==> src/rtl/btn_pkg.sv <==
// Shared constants for the watch push-button front end: channel indices,
// channel count and default debounce / auto-repeat timing.
package btn_pkg;

  localparam int NBTN = 6;

  localparam int BTN_UP    = 0;
  localparam int BTN_DOWN  = 1;
  localparam int BTN_LEFT  = 2;
  localparam int BTN_RIGHT = 3;
  localparam int BTN_ENTER = 4;
  localparam int BTN_ESC   = 5;

  localparam int DB_CYCLES_DEF    = 16;
  localparam int REPEAT_DELAY_DEF = 500;
  localparam int REPEAT_RATE_DEF  = 100;

endpackage

==> src/rtl/btn_chan.sv <==
// One button channel: 2-flop synchroniser, counter debounce, press/release pulses.
// Auto-repeat of the press pulse is built only when BTN_COND_REPEAT_EN is defined.
module btn_chan
  import btn_pkg::*;
#(
  parameter int DB_CYCLES    = DB_CYCLES_DEF,
  parameter int REPEAT_DELAY = REPEAT_DELAY_DEF,
  parameter int REPEAT_RATE  = REPEAT_RATE_DEF
) (
  input  logic clk,
  input  logic rst,
  input  logic i_btn_n,
  output logic o_lvl,
  output logic o_press,
  output logic o_rel
);

  localparam int             CW     = $clog2(DB_CYCLES);
  localparam logic [CW-1:0]  DB_MAX = CW'(DB_CYCLES - 1);

  if (DB_CYCLES < 2 || REPEAT_RATE < 1 || REPEAT_RATE > REPEAT_DELAY) begin : g_bad_cfg
    $error("btn_chan: illegal timing parameters");
  end

  logic [1:0]    r_sync;
  logic [CW-1:0] r_db;
  logic          r_lvl;
  logic          r_press;
  logic          r_rel;
  logic          w_diff;
  logic          w_flip;
  logic          w_rpt;

  // The counter only ever reaches DB_MAX before clearing, so it cannot wrap.
  assign w_diff = r_sync[1] != r_lvl;
  assign w_flip = w_diff && (r_db == DB_MAX);

`ifdef BTN_COND_REPEAT_EN
  localparam int            HW          = $clog2(REPEAT_DELAY + 1);
  localparam logic [HW-1:0] HOLD_LAST   = HW'(REPEAT_DELAY - 1);
  localparam logic [HW-1:0] HOLD_RELOAD = HW'(REPEAT_DELAY - REPEAT_RATE);

  logic [HW-1:0] r_hold;

  // Reloading to DELAY-RATE makes every later repeat land RATE cycles apart.
  assign w_rpt = r_lvl && !w_flip && (r_hold == HOLD_LAST);

  always_ff @(posedge clk) begin
    if (rst) begin
      r_hold <= '0;
    end else if (!r_lvl || w_flip) begin
      r_hold <= '0;
    end else if (w_rpt) begin
      r_hold <= HOLD_RELOAD;
    end else begin
      r_hold <= r_hold + HW'(1);
    end
  end
`else
  assign w_rpt = 1'b0;
`endif

  // NOTE: state flops use non-blocking assignments so every register in the
  // block samples the pre-edge values, independent of statement order.
  always_ff @(posedge clk) begin
    if (rst) begin
      r_sync  <= '0;
      r_db    <= '0;
      r_lvl   <= 1'b0;
      r_press <= 1'b0;
      r_rel   <= 1'b0;
    end else begin
      r_sync  <= {r_sync[0], ~i_btn_n};
      r_db    <= (!w_diff || w_flip) ? '0 : r_db + CW'(1);
      r_lvl   <= w_flip ? ~r_lvl : r_lvl;
      r_press <= (w_flip && !r_lvl) || w_rpt;
      r_rel   <= w_flip && r_lvl;
    end
  end

  assign o_lvl   = r_lvl;
  assign o_press = r_press;
  assign o_rel   = r_rel;

endmodule

==> src/rtl/btn_cond.sv <==
// Button conditioner top: NBTN independent btn_chan instances, no priority.
// Optional auto-repeat of press pulses is enabled by BTN_COND_REPEAT_EN.
module btn_cond #(
  parameter int NBTN         = btn_pkg::NBTN,
  parameter int DB_CYCLES    = btn_pkg::DB_CYCLES_DEF,
  parameter int REPEAT_DELAY = btn_pkg::REPEAT_DELAY_DEF,
  parameter int REPEAT_RATE  = btn_pkg::REPEAT_RATE_DEF
) (
  input  logic            clk,
  input  logic            rst,
  input  logic [NBTN-1:0] btn_n_i,
  output logic [NBTN-1:0] btn_lvl_o,
  output logic [NBTN-1:0] btn_press_o,
  output logic [NBTN-1:0] btn_rel_o
);

  for (genvar i = 0; i < NBTN; i++) begin : g_chan
    btn_chan #(
      .DB_CYCLES   (DB_CYCLES),
      .REPEAT_DELAY(REPEAT_DELAY),
      .REPEAT_RATE (REPEAT_RATE)
    ) u_chan (
      .clk    (clk),
      .rst    (rst),
      .i_btn_n(btn_n_i[i]),
      .o_lvl  (btn_lvl_o[i]),
      .o_press(btn_press_o[i]),
      .o_rel  (btn_rel_o[i])
    );
  end

endmodule

==> config.mk <==
export PLATFORM = sky130hd
export DESIGN_NAME = btn_cond
export DESIGN_NICKNAME = d
export VERILOG_FILES = /design/src/rtl/btn_pkg.sv /design/src/rtl/btn_chan.sv /design/src/rtl/btn_cond.sv
export SDC_FILE = /design/constraint.sdc
export NUM_CORES = 1
export LEC_CHECK = 0
export ABC_CLOCK_PERIOD_IN_PS = 2800
export BUFFER_PORTS_ARGS = -buffer_cell sky130_fd_sc_hd__buf_2
export CAP_MARGIN = 20
export CORE_MARGIN = 5
export CORE_UTILIZATION = 59
export CTS_CLUSTER_SIZE = 20
export DETAILED_ROUTE_END_ITERATION = 10
export PLACE_DENSITY = 0.88
export SYNTH_ARGS = -nofsm -noshare
export SYNTH_HDL_FRONTEND = slang
export SYNTH_SLANG_ARGS = --single-unit
==> constraint.sdc <==
create_clock -name clk -period 2.8 [get_ports clk]
set_clock_uncertainty 0.1 [all_clocks]
set_input_delay 0.14 -clock clk [delete_from_list [all_inputs] [get_ports clk]]
set_output_delay 0.14 -clock clk [all_outputs]
set_load 0.02 [all_outputs]
==> results by group, run 1 <==
Yosys
  – Synth top area share: 55.67%
  – Post-Syn Nets: 199
  – Syn avg cell area: 10.50 um2
  – Post-Syn Area: 1942 um2
  – Async S/R FF share, synth: 0%
  – Most instantiated cells after synthesis: dfxtp_1, nor2_1, buf_4
  – Number of synthesized flops with an enable pin: 0
  – Area leader, netlist: dfxtp_1
  – Flops & latches, synth: 54
  – Synth Flop Type: dfxtp_1
  – Synth unique cells: 17
  – Syn. warnings: 0
  – Synth area leaders: dfxtp_1, buf_4, nor2_1
  – Top-count cell post-synth: dfxtp_1
  – Sequential fraction of the synthesis area: 55.67%
  – Synth Instances: 185

Pwr
  – Worst vdd rail ir drop: 0.3800 mV
  – Switching pwr: 240.5 uW
  – P_int: 918.5 uW
  – Cell area power density: 554.4 nW/um2
  – Combinational Power Share: 3.1%
  – Part of the power in the clock network: 29.1%
  – Sw Share: 20.75%
  – Flop pwr share: 67.8%
  – Lkg Pwr: 0.0009452 uW

Global routing
  – Pin count of the biggest net entering global routing: 38
  – Vias in the first global route: 1281
  – Total gr overflow: 0
  – Initial antenna violation count: 0
  – First-pass GRT wire length: 5354 um
  – GRT Total Usage: 15.65%

Route
  – ANT nets after route: 0
  – Iteration-0 DRC Markers: 65
  – Routed len/inst: 12.17 um
  – Vias after detailed routing: 1239
  – Final wirelength: 2994 um
  – DR vias/cell: 5.037
  – Remaining DRCs: 0
  – First-pass DRT Iterations: 4

Timing
  – Final worst path period need: 1.448 ns
  – Worst slew pin tran: 0.6271 ns
  – Setup TNS: 0 ns
  – Smallest setup slack after layout: 1.352 ns
  – Worst rel slew slack: 58.19%
  – Setup violations, final: 0
  – Fin crit share: 51.70%
  – RSZ-0062 raised after global routing: false
  – Final Hold Vio Count: 0
  – Fin. max-slew vios: 0
  – Fmax: 690.8 MHz

Layout
  – Share of cells above drive strength 1: 15.84%
  – Fill cells: 261
  – Layout overhead on the synthesized area: 7.668%
  – ANT cells: 0
  – Final nets: 215

Place
  – Port buffer count: 25
  – Pre-CTS setup slack: 1.396 ns
  – GPL Wtd Cong: 0.6417
  – Detail Placement HPWL: 2127 um

Worst setup path
  – Startpoint Class: flop
  – Max FO, Critical Path: 4
  – Reg2Reg Setup Slack: 1.35 ns
  – R2r endpoint: g_chan[4].u_chan.r_db[3]
  – FF-to-FF path depth: 4
  – CP Data Arrival Time: 1.65 ns
  – Worst endpoint required time: 3.00 ns
  – Setup crit end kind: flop
  – Kind of critical path: flop to flop
  – RR Startpoint: g_chan[4].u_chan.r_db[0]

Run status
  – Outcome: finished clean

Worst hold path
  – Hold Path Class: input port to flop
  – Hold path startpoint: rst
  – Hold Path Depth: 2
  – Worst Hold Path EP: g_chan[5].u_chan.o_lvl

Floorplanning
  – Die W: 67.37 um
  – Die H: 67.37 um
  – Die area: 4539 um2
  – Starting Density: 62.58%
  – Num rows: 20
  – Core footprint: 3103 um2
  – Num ports: 26

Job
  – Max Cap Viol: 0

Clock network
  – Skew-Pair Late Insertion Delay: 0.35 ns
  – Root Buffer: clkbuf_4
  – TritonCTS clock tree: built
  – Post-CTS resize count: 0
  – Worst-path clk slew: 0.14 ns
  – Htree depth: 2
  – CTS buffer count: 5
  – Clk sinks: 54
  – Clock buffer depth: 2
-- power by group through the flow --
stage	sequential [uW]	combinational [uW]	clock [uW]
floorplan	801	20.5	0
CTS	786	35.5	350
detailed placement	803	28.9	0
global route	788	40.8	385
finish	786	35.6	338
global placement	802	26.6	0
-- cell families after synthesis --
logic type    Yosys count  share of synthesized area, %
mux                     6                         3.093
flops                  54                         55.67
fa+ha+maj               6                         3.866
xor+xnor               18                         8.118
buf+inv                29                         9.149
simple gates           72                         20.10
-- layout make-up --
type | instances | area (um2) | area share (%)
clock buffer | 7 | 55.05 | 2.633
clock inverter | 1 | 5.005 | 0.2394
inverter | 7 | 26.28 | 1.257
multi-input combinational | 102 | 683.2 | 32.67
sequential | 54 | 1081 | 51.71
tap | 44 | 55.05 | 2.633
timing repair buffer | 31 | 185.2 | 8.857
-- through the flow --
| step | hold WS [ns] | std cells | power [uW] | util, % | cell area [um2] |
|---|---|---|---|---|---|
| finish | 0.1771 | 246 | 1159 | 67.38 | 2091 |
| global route | 0.1961 | 246 | 1214 | 67.38 | 2091 |
| CTS | 0.1656 | 246 | 1172 | 67.38 | 2091 |
| detailed placement | 0.1939 | 232 | 831.9 | 63.51 | 1971 |
| global placement | 0.1912 | 232 | 828.5 | 63.51 | 1971 |
| floorplan | 0.1067 | 185 | 821.6 | - | 1942 |
-- per-layer routing --
| metal | vias to the layer above | part of all wire (%) | global-route usage (%) |
|---|---|---|---|
| met5 | - | 0 | 0 |
| met4 | 0 | 1.6 | 6.076 |
| met3 | 7 | 4.1 | 4.659 |
| met2 | 23 | 52 | 28.59 |
| met1 | 585 | 42 | 16.79 |
| li1 | 624 | - | - |
-- worst max-delay path by stage --
stage / end / cells past startpoint / start / slack (ns)
final: g_chan[4].u_chan.r_db[3] / 4 / g_chan[4].u_chan.r_db[0] / 1.35
after global routing: g_chan[4].u_chan.r_db[3] / 4 / g_chan[4].u_chan.r_db[0] / 1.22
after CTS: g_chan[4].u_chan.r_db[3] / 4 / g_chan[4].u_chan.r_db[0] / 1.35
after detailed placement: g_chan[4].u_chan.r_db[3] / 4 / g_chan[4].u_chan.r_db[0] / 1.40
after global placement: g_chan[2].u_chan.r_db[3] / 4 / g_chan[2].u_chan.r_db[0] / 1.48
after floorplan: g_chan[2].u_chan.r_db[3] / 4 / g_chan[2].u_chan.r_db[0] / 1.50
-- placed cells by master (no fill, tap or decap) --
master         instances
nor2_1                30
nor4b_1               12
and3_1                 3
dlygate4sd3_1          6
ha_1                   6
nor3_1                 3
nor2b_1                6
dfxtp_1               54
clkbuf_4               5
clkinv_2               1
clkbuf_1               1
buf_2                 25
or3b_1                 3
mux2i_1                6
nand3_1               15
clkbuf_8               1
xor2_1                12
xnor2_1                6
inv_1                  7
-- worst max-delay path, stage by stage (launching register included) --
cell,delay (ns)
dfxtp_1,0.36
ha_1,0.23
nand3_1,0.16
or3b_1,0.42
nor2_1,0.12
-- flip-flops by register name, summed over array words and instances (netlist names) --
signal	count
g_chan.u_chan.o_lvl	6
g_chan.u_chan.o_rel	6
g_chan.u_chan.r_db	24
g_chan.u_chan.o_press	6
g_chan.u_chan.r_sync	12
-- repair_timing --
item,in CTS,in global routing
buffers inserted,0,0
endpoints found under the hold margin,6,0
hold buffers,6,0
Note: power is estimated with default switching activity, not from simulation.
==> run 2, diff against run 1 <==
ABC_AREA = 1   (was not set)
ABC_CLOCK_PERIOD_IN_PS = 1400   (was 2800)
CORE_UTILIZATION = 56   (was 59)
PLACE_DENSITY = 0.84   (was 0.88)
clock period = 1.4 ns   (was 2.8 ns; I/O delays follow)
==> results by group, run 2 <==
Yosys
  – Sequential fraction of the synthesis area: 52.59% (was 55.67%)
  – Synth unique cells: 16 (was 17)
  – Syn. warnings: 0 (unchanged)
  – Synth Area in Adders: 3.652% (was 3.866%)
  – Mux cell area share after synthesis: 0% (was 3.093%)
  – Synth area leaders: dfxtp_1, nor2_1, buf_4 (was dfxtp_1, buf_4, nor2_1)
  – Synth Flop Type: dfxtp_1 (unchanged)
  – Number of synthesized flops with an enable pin: 0 (unchanged)
  – Largest family of logic cells by synthesized area: simple AND/OR/NAND/NOR gates (unchanged)
  – Async S/R FF share, synth: 0% (unchanged)
  – Post-Syn Area: 2056 um2 (was 1942 um2)
  – Area leader, netlist: dfxtp_1 (unchanged)
  – Synth Instances: 245 (was 185)
  – Post-Synth XOR/XNOR Area: 2.556% (was 8.119%)
  – Synth top area share: 52.59% (was 55.67%)
  – Most instantiated cells after synthesis: dfxtp_1, nor2_1, inv_1, nand2_1, buf_4 (was dfxtp_1, nor2_1, buf_4)
  – Post-synthesis compound-gate area fraction: 1.461% (was 0%)
  – Post-synthesis simple-gate area fraction: 25.38% (was 20.10%)
  – Flops & latches, synth: 54 (unchanged)
  – Top-count cell post-synth: dfxtp_1 (unchanged)
  – Post-Syn Nets: 259 (was 199)
  – Syn avg cell area: 8.391 um2 (was 10.50 um2)

Clock network
  – TritonCTS clock tree: built (unchanged)
  – Skew-Pair Late Insertion Delay: 0.29 ns (was 0.35 ns)
  – Clock buffer depth: 2 (unchanged)
  – CTS buffer count: 5 (unchanged)
  – Htree depth: 2 (unchanged)
  – Worst-path clk slew: 0.09 ns (was 0.14 ns)
  – Post-CTS Setup Bufs: 0 (unchanged)
  – Clk sinks: 54 (unchanged)
  – Root Buffer: clkbuf_8 (was clkbuf_4)

Timing
  – Fin. max-slew vios: 0 (unchanged)
  – Fin crit share: 95.93%
  – Setup violations, final: 0 (unchanged)
  – Final Hold Vio Count: 0 (unchanged)
  – RSZ-0062 raised after global routing: false (unchanged)
  – Fmax: 744.6 MHz
  – Smallest setup slack after layout: 0.05702 ns (was 1.352 ns)
  – Worst slew pin tran: 0.2295 ns (was 0.6271 ns)
  – Final worst path period need: 1.343 ns
  – Worst rel slew slack: 84.68% (was 58.19%)
  – Setup TNS: 0 ns (unchanged)

Worst setup path
  – Top cell by count, worst path: dlygate4sd3_1
  – Slowest cell on crit path: dlygate4sd3_1 (was or3b_1)
  – Kind of critical path: input port to flop (was flop to flop)
  – CP delay by family, top: buffers and inverters (was simple AND/OR/NAND/NOR gates)
  – Critical Path, Cell by Cell: dlygate4sd3_1, clkbuf_4, nor2_1, dlygate4sd3_1 (was ha_1, nand3_1, or3b_1, nor2_1)
  – WP buf/inv: 3 (was 0)
  – Setup crit end kind: flop (unchanged)
  – Startpoint Class: input port (was flop)
  – CP Data Arrival Time: 1.43 ns (was 1.65 ns)
  – Max FO, Critical Path: 11 (was 4)
  – Worst stage delay on the critical path: 0.56 ns (was 0.42 ns)
  – Worst endpoint required time: 1.49 ns (was 3.00 ns)

Pwr
  – Flop pwr share: 63.7% (was 67.8%)
  – Worst vdd rail ir drop: 0.7768 mV (was 0.3800 mV)
  – Switching pwr: 511.8 uW (was 240.5 uW)
  – Sw Share: 20.80% (was 20.75%)
  – Combinational Power Share: 3.5% (was 3.1%)
  – Cell area power density: 1088 nW/um2 (was 554.4 nW/um2)
  – Lkg Pwr: 0.0009933 uW (was 0.0009452 uW)
  – P_int: 1949 uW (was 918.5 uW)
  – Part of the power in the clock network: 32.8% (was 29.1%)

Global routing
  – Pin count of the biggest net entering global routing: 17 (was 38)
  – Initial antenna violation count: 0 (unchanged)
  – Total gr overflow: 0 (unchanged)
  – Vias in the first global route: 1283 (was 1281)
  – GRT Total Usage: 12.50% (was 15.65%)
  – First-pass GRT wire length: 5016 um (was 5354 um)

Place
  – Port buffer count: 25 (unchanged)
  – GPL Wtd Cong: 0.7650 (was 0.6417)
  – Detail Placement HPWL: 2088 um (was 2127 um)
  – Pre-CTS setup slack: 0.1992 ns (was 1.396 ns)

Job
  – Max Cap Viol: 0 (unchanged)

Floorplanning
  – Num ports: 26 (unchanged)
  – Starting Density: 57.01% (was 62.58%)
  – Die H: 70.59 um (was 67.37 um)
  – Die W: 70.59 um (was 67.37 um)
  – Die area: 4983 um2 (was 4539 um2)
  – Num rows: 22 (was 20)
  – Core footprint: 3606 um2 (was 3103 um2)

Layout
  – Most frequent cells in the layout: dfxtp_1, nor2_1, inv_1, nand2_1, buf_2 (was dfxtp_1, nor2_1, buf_2)
  – Layout overhead on the synthesized area: 9.982% (was 7.668%)
  – Biggest regs: g_chan.u_chan.r_db: 24 flops, g_chan.u_chan.r_sync: 12 flops (unchanged)
  – ANT cells: 0 (unchanged)
  – Final nets: 279 (was 215)
  – FF/Latch Area: 1081 um2 (unchanged)
  – Multi-input logic area: 679.4 um2 (was 683.2 um2)
  – Most common cell after layout, fill and taps aside: dfxtp_1 (unchanged)
  – Max reg flops: 24 (unchanged)
  – Largest Register: g_chan.u_chan.r_db (unchanged)
  – Share of cells above drive strength 1: 15.79% (was 15.84%)
  – Fill cells: 311 (was 261)

Route
  – Iteration-0 DRC Markers: 75 (was 65)
  – DR vias/cell: 4.608 (was 5.037)
  – Remaining DRCs: 0 (unchanged)
  – Routed len/inst: 9.299 um (was 12.17 um)
  – Final wirelength: 2920 um (was 2994 um)
  – First-pass DRT Iterations: 6 (was 4)
  – ANT nets after route: 0 (unchanged)
  – Vias after detailed routing: 1447 (was 1239)

Worst hold path
  – Hold Path Class: flop to flop (was input port to flop)

Run status
  – Outcome: finished clean (unchanged)
==> run 2: worst paths after layout <==
check / cells past startpoint / start / slack (ns) / to
worst max-delay path: 4 / rst / 0.06 / g_chan[2].u_chan.r_sync[0]
worst min-delay path: 2 / g_chan[2].u_chan.r_sync[0] / 0.31 / g_chan[2].u_chan.r_sync[1]
worst max register to register: 4 / g_chan[5].u_chan.r_db[0] / 0.18 / g_chan[5].u_chan.o_lvl
worst min register to register: 2 / g_chan[2].u_chan.r_sync[0] / 0.31 / g_chan[2].u_chan.r_sync[1]
==> run 2: kinds of logic (layout without fill, tap and decap cells) <==
kind of cell | count (synthesis) | in the layout
flops | 54 | 54
xor+xnor | 6 | 6
simple gates | 115 | 115
fa+ha+maj | 6 | 6
compound gates | 6 | 6
buf+inv | 58 | 79
==> run 2: power groups by stage <==
stage               Sequential (uW)  Combinational (uW)  Clock [uW]
floorplan                      1600                48.4           0
global placement               1600                65.7           0
detailed placement             1600                66.5           0
CTS                            1570                83.6         835
global route                   1570                98.2         899
finish                         1570                85.2         807
==> run 2: worst reg2reg max path, stage by stage, from the launching register on <==
cell	delay (ns)
dfxtp_1	0.38
ha_1	0.21
nand3_1	0.17
o21ai_0	0.21
nor2_1	0.05
==> run 2: layout make-up <==
type	instances	area share, %
flip-flops and latches	54	47.81
multi-input cells	133	30.05
repair buffers	34	9.519
inverters	37	6.143
clock buffers	6	3.210
well taps	48	2.656
clock inverters	2	0.6087
==> run 2: through the flow <==
stage | power (uW) | hold WS, ns | cell area (um2) | util, % | cells
after floorplan | 1650 | 0.03669 | 2056 | - | 245
after global placement | 1669 | 0.1223 | 2092 | 58.02 | 298
after detailed placement | 1671 | 0.1225 | 2092 | 58.02 | 298
after CTS | 2487 | 0.3072 | 2258 | 62.63 | 314
after global routing | 2569 | 0.3255 | 2261 | 62.70 | 314
final | 2460 | 0.3076 | 2261 | 62.70 | 314
==> run 2: metal layers <==
metal	routed length, um	part of all wire, %	global-route usage [%]	vias to the layer above
met2	1386	47	21.62	27
met1	1352	46	13.96	642
met3	140	4.8	3.693	4
met5	0	0	0	-
met4	40	1.4	6.263	0
li1	-	-	-	774
==> run 2: what timing repair did <==
action                                 in CTS  in global routing
resized for setup                           0                  1
setup endpoints to repair                   0                  1
endpoints found under the hold margin       7                  0
hold buffers                                8                  0
